### src/rtl/dsp_pkg.sv
// rtl/dsp_pkg.sv - shared Q1.15 constants, sample type and accumulator sizing
package dsp_pkg;

    localparam logic [15:0] Q15_MAX = 16'h7FFF;
    localparam logic [15:0] Q15_MIN = 16'h8000;

    typedef logic signed [15:0] q15_t;

    function automatic int acc_width(input int width, input int log2_dec);
        return width + log2_dec;
    endfunction

endpackage

### src/rtl/sync_fifo_sa.sv
// rtl/sync_fifo_sa.sv - show-ahead synchronous FIFO with occupancy count
module sync_fifo_sa #(
    parameter int WIDTH      = 16,
    parameter int LOG2_DEPTH = 2
) (
    input  logic                  clk,
    input  logic                  rst,
    input  logic                  i_push,
    input  logic [WIDTH-1:0]      i_push_data,
    input  logic                  i_pop,
    output logic [WIDTH-1:0]      o_head,
    output logic [LOG2_DEPTH:0]   o_count,
    output logic                  o_full,
    output logic                  o_empty
);

    localparam int DEPTH = 1 << LOG2_DEPTH;

    logic [WIDTH-1:0]      r_mem [DEPTH];
    logic [LOG2_DEPTH-1:0] r_wr_ptr;
    logic [LOG2_DEPTH-1:0] r_rd_ptr;
    logic [LOG2_DEPTH:0]   r_count;

    logic w_do_pop;
    logic w_do_push;

    assign o_full   = (r_count == (LOG2_DEPTH+1)'(DEPTH));
    assign o_empty  = (r_count == '0);
    assign o_head   = r_mem[r_rd_ptr];
    assign o_count  = r_count;

    // A full FIFO still takes a push when the head leaves in the same cycle.
    assign w_do_pop  = i_pop && !o_empty;
    assign w_do_push = i_push && (!o_full || w_do_pop);

    always_ff @(posedge clk) begin
        if (rst) begin
            r_wr_ptr <= '0;
            r_rd_ptr <= '0;
            r_count  <= '0;
            for (int i = 0; i < DEPTH; i++) begin
                r_mem[i] <= '0;
            end
        end else begin
            if (w_do_push) begin
                r_mem[r_wr_ptr] <= i_push_data;
                r_wr_ptr        <= r_wr_ptr + 1'b1;
            end
            if (w_do_pop) begin
                r_rd_ptr <= r_rd_ptr + 1'b1;
            end
            case ({w_do_push, w_do_pop})
                2'b10:   r_count <= r_count + 1'b1;
                2'b01:   r_count <= r_count - 1'b1;
                default: r_count <= r_count;
            endcase
        end
    end

endmodule

### src/rtl/fir_decimator.sv
// rtl/fir_decimator.sv - integrate-and-dump decimator with rounded mean into a show-ahead FIFO
module fir_decimator
    import dsp_pkg::*;
#(
    parameter int WIDTH      = 16,
    parameter int LOG2_DEC   = 2,
    parameter int LOG2_DEPTH = 2
) (
    input  logic                  CLK,
    input  logic                  RST,
    input  logic [WIDTH-1:0]      x_in,
    input  logic                  in_valid,
    input  logic                  frame_sync,
    output logic [WIDTH-1:0]      dec_out,
    output logic                  out_valid,
    input  logic                  out_ready,
    output logic [LOG2_DEPTH:0]   fifo_count,
    output logic                  overflow
);

    localparam int DEC     = 1 << LOG2_DEC;
    localparam int ACC_W   = acc_width(WIDTH, LOG2_DEC);
    localparam int PHASE_W = (LOG2_DEC > 0) ? LOG2_DEC : 1;

    localparam logic signed [ACC_W-1:0] ROUND      = ACC_W'(DEC >> 1);
    localparam logic [PHASE_W-1:0]      LAST_PHASE = PHASE_W'(DEC - 1);

    logic [PHASE_W-1:0]      r_phase;
    logic signed [ACC_W-1:0] r_acc;
    logic                    r_overflow;

    logic signed [ACC_W-1:0] w_x_ext;
    logic signed [ACC_W-1:0] w_acc_base;
    logic signed [ACC_W-1:0] w_sum;
    logic signed [ACC_W-1:0] w_sum_rnd;
    logic [WIDTH-1:0]        w_mean;
    logic                    w_dump;
    logic                    w_full;
    logic                    w_empty;

    assign w_x_ext    = ACC_W'($signed(x_in));
    // frame_sync throws away the partial sum, so the new block starts from zero.
    assign w_acc_base = frame_sync ? '0 : r_acc;
    assign w_sum      = w_acc_base + w_x_ext;
    assign w_sum_rnd  = w_sum + ROUND;
    assign w_mean     = WIDTH'(w_sum_rnd >>> LOG2_DEC);

    assign w_dump = in_valid && (frame_sync ? (DEC == 1) : (r_phase == LAST_PHASE));

    always_ff @(posedge CLK) begin
        if (RST) begin
            r_phase    <= '0;
            r_acc      <= '0;
            r_overflow <= 1'b0;
        end else if (in_valid) begin
            if (w_dump) begin
                r_phase <= '0;
                r_acc   <= '0;
                if (w_full && !out_ready) begin
                    r_overflow <= 1'b1;
                end
            end else begin
                r_acc   <= w_sum;
                r_phase <= frame_sync ? PHASE_W'(1) : r_phase + PHASE_W'(1);
            end
        end
    end

    sync_fifo_sa #(
        .WIDTH      (WIDTH),
        .LOG2_DEPTH (LOG2_DEPTH)
    ) u_fifo (
        .clk         (CLK),
        .rst         (RST),
        .i_push      (w_dump),
        .i_push_data (w_mean),
        .i_pop       (out_ready),
        .o_head      (dec_out),
        .o_count     (fifo_count),
        .o_full      (w_full),
        .o_empty     (w_empty)
    );

    assign out_valid = !w_empty;
    assign overflow  = r_overflow;

endmodule

### config.mk
export PLATFORM = sky130hd
export DESIGN_NAME = fir_decimator
export DESIGN_NICKNAME = d
export VERILOG_FILES = /design/src/rtl/dsp_pkg.sv /design/src/rtl/sync_fifo_sa.sv /design/src/rtl/fir_decimator.sv
export SDC_FILE = /design/constraint.sdc
export NUM_CORES = 1
export LEC_CHECK = 0
export ABC_AREA = 1
export CAP_MARGIN = 20
export CORE_ASPECT_RATIO = 1.4
export CORE_MARGIN = 4
export CORE_UTILIZATION = 64
export DETAILED_ROUTE_END_ITERATION = 8
export PLACE_DENSITY = 0.86
export SYNTH_ARGS = -nofsm -noshare
export SYNTH_HDL_FRONTEND = slang
export SYNTH_SLANG_ARGS = --single-unit
### constraint.sdc
create_clock -name CLK -period 5.01 [get_ports CLK]
set_input_delay 0.7515 -clock CLK [delete_from_list [all_inputs] [get_ports CLK]]
set_output_delay 0.7515 -clock CLK [all_outputs]
set_load 0.01 [all_outputs]
# ---- Yosys cells after proc, flatten, opt, wreduce, memory -nomap -nowiden
# Memories as Yosys holds them, arrays and structs flattened. A register that Yosys moved wholly into a read port is not among the register bits.
# Index checks and enable logic that the tools add are counted.
dict set report totals {
  regBits 28
  input_bits 21
  memories 1
  output_inout_bits 21
  elab_cells 46
  ram_bits 64
}
# memory depth width read_ports rd_clocked_by_memory_dff write_ports line_no
set memory_table {}
lappend memory_table {u_fifo.r_mem 4 16 1 1 4 sync_fifo_sa.sv:19} ;# logic [WIDTH-1:0] r_mem [DEPTH];
dict set report op_classes {
  muxes 16
  add_sub_neg 7
  n_eq_ne 4
  n_reduce_logical 12
}
# cell count
set op_table {}
lappend op_table {{$mux W18} 2}
lappend op_table {{$add A18 B16 Y18} 1}
lappend op_table {{$add A18 B3 Y18 const B} 1}
lappend op_table {{$mux W16} 1}
lappend op_table {{$reduce_or A16 Y1} 1}
lappend op_table {{$mux W2} 5}
lappend op_table {{$mux W1} 7}
lappend op_table {{$add A2 B1 Y2 const B} 3}
lappend op_table {{$pmux W3 S2} 1}
lappend op_table {{$eq A2 B2 Y1 const B} 2}
lappend op_table {{$logic_and A1 B1 Y1} 4}
lappend op_table {{$add A3 B1 Y3 const B} 1}
lappend op_table {{$eq A3 B3 Y1 const B} 1}
lappend op_table {{$logic_not A1 Y1} 3}
lappend op_table {{$logic_not A3 Y1} 1}
lappend op_table {{$reduce_and A3 Y1} 1}
lappend op_table {{$sub A3 B1 Y3 const B} 1}
lappend op_table {{$eq A2 B1 Y1 const B} 1}
lappend op_table {{$reduce_bool A2 Y1} 1}
lappend op_table {{$logic_or A1 B1 Y1} 1}

# ---- Logic depth before layout (Yosys ltp)
# Gate-level depths: netlist of run 1.
dict set report logic_depth {
  ltp_word 10
  ltp_mapped 21
  mapped_depth_nobuf 20
}

# ---- Cells and area by module
# Synthesis of run 1 repeated with hierarchy kept, for this count alone.
dict set report unflattened {
  hier_cells 763
  area_unflattened_um2 5863.1
}
# mod area_each_um2 instances cells_per_inst seq_area_each_um2
set by_module_without_submodules {}
lappend by_module_without_submodules {sync_fifo_sa 3374.5 1 324 2102.0}
lappend by_module_without_submodules {fir_decimator 2488.6 1 439 420.4}

# ---- Worst setup path after synthesis of run 1
# OpenSTA, ideal clock, no wires.
dict set report synth_path {
  kind {input -> register}
  from {input frame_sync}
  to {memory u_fifo.r_mem[1][13] (data pin)}
  n_path_buf 2
  arrival_ns 3.018
  stages 20
  slack_ns 1.726
  cell_sequence {buf_4 clkbuf_1 nor2_1 ha_1 inv_1 fa_1 inv_1 nand3_1 nand2_4 nand2_1 nand2_1 nand2_1 nand2_2 nand2_1 nor2_1 nand2_2 nor2_4 nand3_1 nand3_2 nor2_1}
}
# item line_no
set synth_rtl {}
lappend synth_rtl {{start, declared} fir_decimator.sv:13} ;# input logic frame_sync,
lappend synth_rtl {{end, declared} sync_fifo_sa.sv:19}

==> results of run 1 <==
-- path summary, 6_finish.rpt --
path	endpoint	from	depth (start not counted)
setup / recovery	u_fifo.r_mem[1][12]	frame_sync	15
hold / removal	r_acc[15]	r_acc[15]	2
setup reg to reg	u_fifo.r_mem[1][12]	r_acc[0]	17
hold reg to reg	r_acc[15]	r_acc[15]	2
-- flip-flops by register name (all words and copies together), names as in the netlist, named ones only --
name,count
u_fifo.r_mem,64
r_phase,2
u_fifo.r_wr_ptr,2
overflow,1
u_fifo.o_count,3
r_acc,18
u_fifo.r_rd_ptr,2
-- Yosys cell counts (all sizes together) --
| cell type | n |
|---|---|
| o22ai | 17 |
| xor2 | 6 |
| inv | 115 |
| o21ai | 45 |
| nand3 | 42 |
| and2 | 3 |
| nand2 | 177 |
| nor2 | 140 |
| nand4 | 6 |
| a21oi | 38 |
| buf | 3 |
| clkbuf | 17 |
| dfxtp | 30 |
| a22oi | 1 |
| ha | 19 |
| and3 | 1 |
| nor3 | 1 |
| xnor2 | 4 |
| o211a | 1 |
| fa | 2 |
| edfxtp | 64 |
| o31ai | 1 |
-- worst max-delay path, stage by stage --
cell and delay, ns:
sky130_fd_sc_hd__clkdlybuf4s50_1 0.95, sky130_fd_sc_hd__nor2_1 0.13, sky130_fd_sc_hd__ha_1 0.39, sky130_fd_sc_hd__nand2_1 0.12, sky130_fd_sc_hd__nor2_1 0.27, sky130_fd_sc_hd__and3_1 0.20
sky130_fd_sc_hd__nand2_1 0.07, sky130_fd_sc_hd__nand2_1 0.07, sky130_fd_sc_hd__nand2_1 0.04, sky130_fd_sc_hd__nand2_1 0.20, sky130_fd_sc_hd__nand2_1 0.11, sky130_fd_sc_hd__nor2_1 0.20
sky130_fd_sc_hd__nand2_4 0.07, sky130_fd_sc_hd__xor2_2 0.24, sky130_fd_sc_hd__nor2_1 0.09
-- final cells by class --
| cell class | count | share of cell area (%) |
|---|---|---|
| Clock buffer | 12 | 3.691 |
| Inverter | 115 | 6.737 |
| Timing Repair Buffer | 44 | 6.756 |
| Clock inverter | 4 | 0.7616 |
| Tap cell | 105 | 2.050 |
| Sequential cell | 94 | 39.37 |
| Multi-Input combinational cell | 504 | 40.64 |
-- per-layer routing --
layer | part of all wire, % | routed length [um] | GRT usage (%)
met5 | 0 | 0 | 0
met1 | 36 | 4758 | 30.56
met4 | 3.2 | 418 | 12.76
met2 | 55 | 7279 | 50.19
met3 | 5.8 | 769 | 4.498
-- kinds of logic (layout without fill, tap and decap cells) --
group	Yosys count	count (layout)	share of synthesized area (%)
AO/OA/AOI/OAI	103	103	9.720
flip-flops	94	94	44.84
XOR/XNOR	10	10	2.224
AND/OR/NAND/NOR	370	370	29.16
adder cells (fa/ha/maj)	21	21	4.938
buffers and inverters	135	175	9.119
-- through the flow --
stage	area (um^2)	util (%)	hold slack (ns)	power, mW	std cells
after detailed placement	6122	71.54	0.4571	1.572	862
after global routing	6407	74.87	0.4863	2.349	878
after floorplan	5625	-	0.4364	1.316	733
after global placement	6115	71.45	0.4502	1.549	861
final	6407	74.87	0.4629	2.226	878
after CTS	6407	74.87	0.4670	2.228	878
-- where the power goes --
group          total (mW)  switching, mW  internal [mW]
Sequential          0.906         0.0307          0.875
Clock               0.665          0.279          0.387
Combinational       0.655          0.386          0.269
==> flow_summary.ini, run 1 <==
[timing]
rsz0062_at_grt = no
max_slew_margin_pct = 37.31
finalSetupViolCount = 0
setup-tns-final_ns = 0
period_minus_slack_ns = 3.851
hold_viol = 0
worst_slew_pin_slew_ns = 0.9403
fin_crit_sh_pct = 76.86
skew_ns = 0.007382
setup_ws_ns = 1.159
maxClockFrequency_ghz = 0.2597
drv_slew = 0

[route]
total_wirelength_of_the_detailed_routed_design_um = 13230
avgRoutedWirePerCell_um = 15.06
dr.first_iter.drc_count = 357
vias_per_cell = 5.510
drc = 0
ant_nets = 0
vias = 4838
drt_pre_antenna_iters = 5

[power_and_ir_drop]
power.density_nw_per_um2 = 347.5
power_leakage_nw = 2.885
power.ir.vdd_worst_v = 0.0002295

[setup_path]
reg2reg_setup_slack_ns = 2.18
crit_path_max_fanout = 19
cp.arrival_ns = 3.93
crit_path_start_kind = input pin
setup.worst_path.end_class = flop
timing.setup.critical_path_class = input pin to flop
critPathRequiredTime_ns = 5.09

[clocking]
numClockSinks = 94
post-cts-setup-buffers = 0
cts_hold_buf = 0
h-tree-depth = 3
cts-buffers-inserted = 9
cts.root.buffer_cell = sky130_fd_sc_hd__clkbuf_16
clk-insertion-delay-late_ns = 0.34
tritoncts_clock_tree = yes
cts_resized = 0
cts_max_path_buffers = 2
clk_transition_reported_paths_ns = 0.06

[cells_and_area]
syn2layout_area_growth_pct = 13.90
final_nets = 810
regArea_um2 = 2522
drive_above_1_share_pct = 8.150
multi_input_comb_area_um2 = 2604
final_common_cell = sky130_fd_sc_hd__nand2_1
mostFrequentLayoutCells = sky130_fd_sc_hd__nand2_1, sky130_fd_sc_hd__nor2_1, sky130_fd_sc_hd__inv_1, sky130_fd_sc_hd__edfxtp_1, sky130_fd_sc_hd__o21ai_0
num_antenna_cells = 0
filler_cell_count = 635

[flow_run]
count_of_max_cap_constraint_violations = 0

[logic_synthesis]
synthesis.area_um2 = 5625
avgSynthCellArea_um2 = 7.674
ys_seq_area_share_pct = 44.84
yosys_register_bits = 94
synth_top_area_share_pct = 34.16
synth_nets = 775
netlist_top_cells_area = sky130_fd_sc_hd__edfxtp_1, sky130_fd_sc_hd__nand2_1, sky130_fd_sc_hd__dfxtp_1
ys.warnings.count = 0
syn-instance-count = 733
synth_largest_area_cell = sky130_fd_sc_hd__edfxtp_1
ys_types = 33

[grt]
antenna_found_initial = 0
grt_start_max_net_pins = 34
grt_remaining_overflow = 0
grt_pass1_vias = 4820
grt_pass1_wl_um = 22330
gr-usage-all-layers_pct = 27.60

[die]
io-pin-count = 42
core_um2 = 8558
initial_utilization_pct = 65.73
fp.dieArea_um2 = 10370
floorplan.rows = 40
dieWidth_um = 87.24
fp.dieH_um = 118.9

[min_path]
worstHoldPathType = flop to flop

[status]
run_status = finished clean

[place]
dp_worst_setup_slack_ns = 0.8780
finalWeightedCongestion = 0.9545
io_buffers = 41
hpwl_um = 9812
Note: power is estimated with default switching activity, not from simulation.
==> run 2: changes to the inputs <==
- CORE_UTILIZATION: 64 -> 53
- PLACE_DENSITY: 0.86 -> 0.76
- clock period: 5.01 -> 3.4 ns (I/O delays scaled with it)
==> run 2 against run 1 <==
Compared with the run above: sequential power rose by 47%; worst setup slack worse by 0.87 ns; largest power group unchanged; non-clock buffer count rose by 27; critical path depth increased by 1; sequential cell count is the same; critical path type unchanged; sequential share of layout area is 1.5 points lower; clock power up 47%.
==> flow_summary.ini, run 2 (synthesis results as in run 1) <==
[timing]
fin_crit_sh_pct = 91.61
period_minus_slack_ns = 3.115
max_slew_margin_pct = 66.80
drv_slew = 0
maxClockFrequency_ghz = 0.3211
skew_ns = 0.004938
finalSetupViolCount = 0
worst_slew_pin_slew_ns = 0.4975
setup-tns-final_ns = 0
hold_viol = 0
rsz0062_at_grt = no

[setup_path]
rr_worst_depth = 19
crit_path_start_kind = input pin
crit-reg2reg-capture = u_fifo.r_mem[2][15]
reg2reg_setup_slack_ns = 0.66
critPathRequiredTime_ns = 3.49
setup.worst_path.end_class = flop
crit_path_max_fanout = 13
timing.setup.critical_path_class = input pin to flop
cp.arrival_ns = 3.21
worst_r2r_startpoint = r_acc[0]

[grt]
grt_pass1_wl_um = 22160
gr-usage-all-layers_pct = 23.20
antenna_found_initial = 0
grt_start_max_net_pins = 33
grt_pass1_vias = 4775
grt_remaining_overflow = 0

[cells_and_area]
mostFrequentLayoutCells = sky130_fd_sc_hd__nand2_1, sky130_fd_sc_hd__nor2_1, sky130_fd_sc_hd__inv_1, sky130_fd_sc_hd__edfxtp_1, sky130_fd_sc_hd__o21ai_0
drive_above_1_share_pct = 11.75
syn2layout_area_growth_pct = 18.35
final_nets = 837
max_ffs_per_register = 64
final_util_pct = 64.33
num_antenna_cells = 0
final_common_cell = sky130_fd_sc_hd__nand2_1
largest_register = u_fifo.r_mem

[route]
vias_per_cell = 5.211
routed_wl_met3_um = 549
dr.first_iter.drc_count = 257
avgRoutedWirePerCell_um = 14.45
vias = 4888
ant_nets = 0
route.layer.met1.wl_um = 5313
drc = 0
top_layer_in_use = met4
total_wirelength_of_the_detailed_routed_design_um = 13560
drt_pre_antenna_iters = 6
met2RoutedLength_um = 7399

[clocking]
cts_resized = 0
cts.root.buffer_cell = sky130_fd_sc_hd__clkbuf_16
numClockSinks = 94
cts_hold_buf = 0
cts_max_path_buffers = 2
cts-buffers-inserted = 9
h-tree-depth = 3
clk_transition_reported_paths_ns = 0.06
clk-insertion-delay-late_ns = 0.35
post-cts-setup-buffers = 0
tritoncts_clock_tree = yes

[power_and_ir_drop]
power.density_nw_per_um2 = 499.7
power_leakage_nw = 3.020
power.ir.vdd_worst_v = 0.0002580

[min_path]
worstHoldPathType = flop to flop
worst_hold_startpoint = u_fifo.r_rd_ptr[1]
holdPathStages = 2

[die]
fp.dieH_um = 129.9
fp.dieArea_um2 = 12350
floorplan.rows = 44
io-pin-count = 42
dieWidth_um = 95.07
core_um2 = 10350
initial_utilization_pct = 54.35

[status]
run_status = finished clean

[place]
finalWeightedCongestion = 0.8912
io_buffers = 41
hpwl_um = 10270

[flow_run]
count_of_max_cap_constraint_violations = 0
[run 2: routing by layer]
layer	track usage [%]	vias to the layer above
met5	0	-
met4	8.666	0
met3	2.480	21
met2	44.21	136
met1	26.07	2261
li1	-	2470
[run 2: area by class of cell]
| class | instances | area, um^2 |
|---|---|---|
| timing repair buffer | 71 | 639.4 |
| clock buffer | 12 | 266.5 |
| multi-input combinational | 504 | 2595 |
| sequential | 94 | 2522 |
| tap | 138 | 172.7 |
| fill | 942 | 3692 |
| inverter | 115 | 431.7 |
| clock inverter | 4 | 30.03 |
[run 2: through the flow]
step / cell area, um^2 / setup WS, ns / hold WS (ns) / instances / total power, mW
2_1_floorplan: 5625 / 0.3573 / 0.4364 / 733 / 1.939
3_3_place_gp: 6357 / -0.04403 / 0.4524 / 922 / 2.338
3_5_place_dp: 6357 / -0.08813 / 0.4589 / 922 / 2.372
4_1_cts: 6654 / 0.2645 / 0.4682 / 938 / 3.332
5_1_grt: 6658 / 0.01250 / 0.4805 / 938 / 3.502
6_report: 6658 / 0.2853 / 0.4656 / 938 / 3.327
[run 2: worst max path at each step]
stage | slack [ns] | startpoint | cells after the start | endpoint
after global placement | -0.04 | frame_sync | 17 | u_fifo.r_mem[3][14]
after detailed placement | -0.09 | frame_sync | 16 | u_fifo.r_mem[3][12]
final | 0.29 | frame_sync | 16 | u_fifo.r_mem[3][12]
after CTS | 0.26 | frame_sync | 16 | u_fifo.r_mem[3][12]
after global routing | 0.01 | frame_sync | 16 | u_fifo.r_mem[3][12]
after floorplan | 0.36 | frame_sync | 20 | u_fifo.r_mem[1][13]
[run 2: power breakdown]
part           switching, mW  internal, mW  total (mW)
registers             0.0455          1.29        1.33
logic                  0.580         0.432        1.01
clock network          0.424         0.557       0.980
total                   1.05          2.28        3.33
[run 2: critical path: stages]
cell                              delay (ns)
sky130_fd_sc_hd__clkdlybuf4s50_1        0.55
sky130_fd_sc_hd__buf_6                  0.18
sky130_fd_sc_hd__nor2_1                 0.07
sky130_fd_sc_hd__ha_1                   0.35
sky130_fd_sc_hd__nand2_1                0.11
sky130_fd_sc_hd__nor2_1                 0.21
sky130_fd_sc_hd__and3_1                 0.19
sky130_fd_sc_hd__nand2_1                0.09
sky130_fd_sc_hd__nand2_1                0.08
sky130_fd_sc_hd__nand2_1                0.04
sky130_fd_sc_hd__nand2_1                0.17
sky130_fd_sc_hd__nand2_1                0.10
sky130_fd_sc_hd__nor2_1                 0.19
sky130_fd_sc_hd__nand2_4                0.07
sky130_fd_sc_hd__xor2_2                 0.20
sky130_fd_sc_hd__nor2_1                 0.08
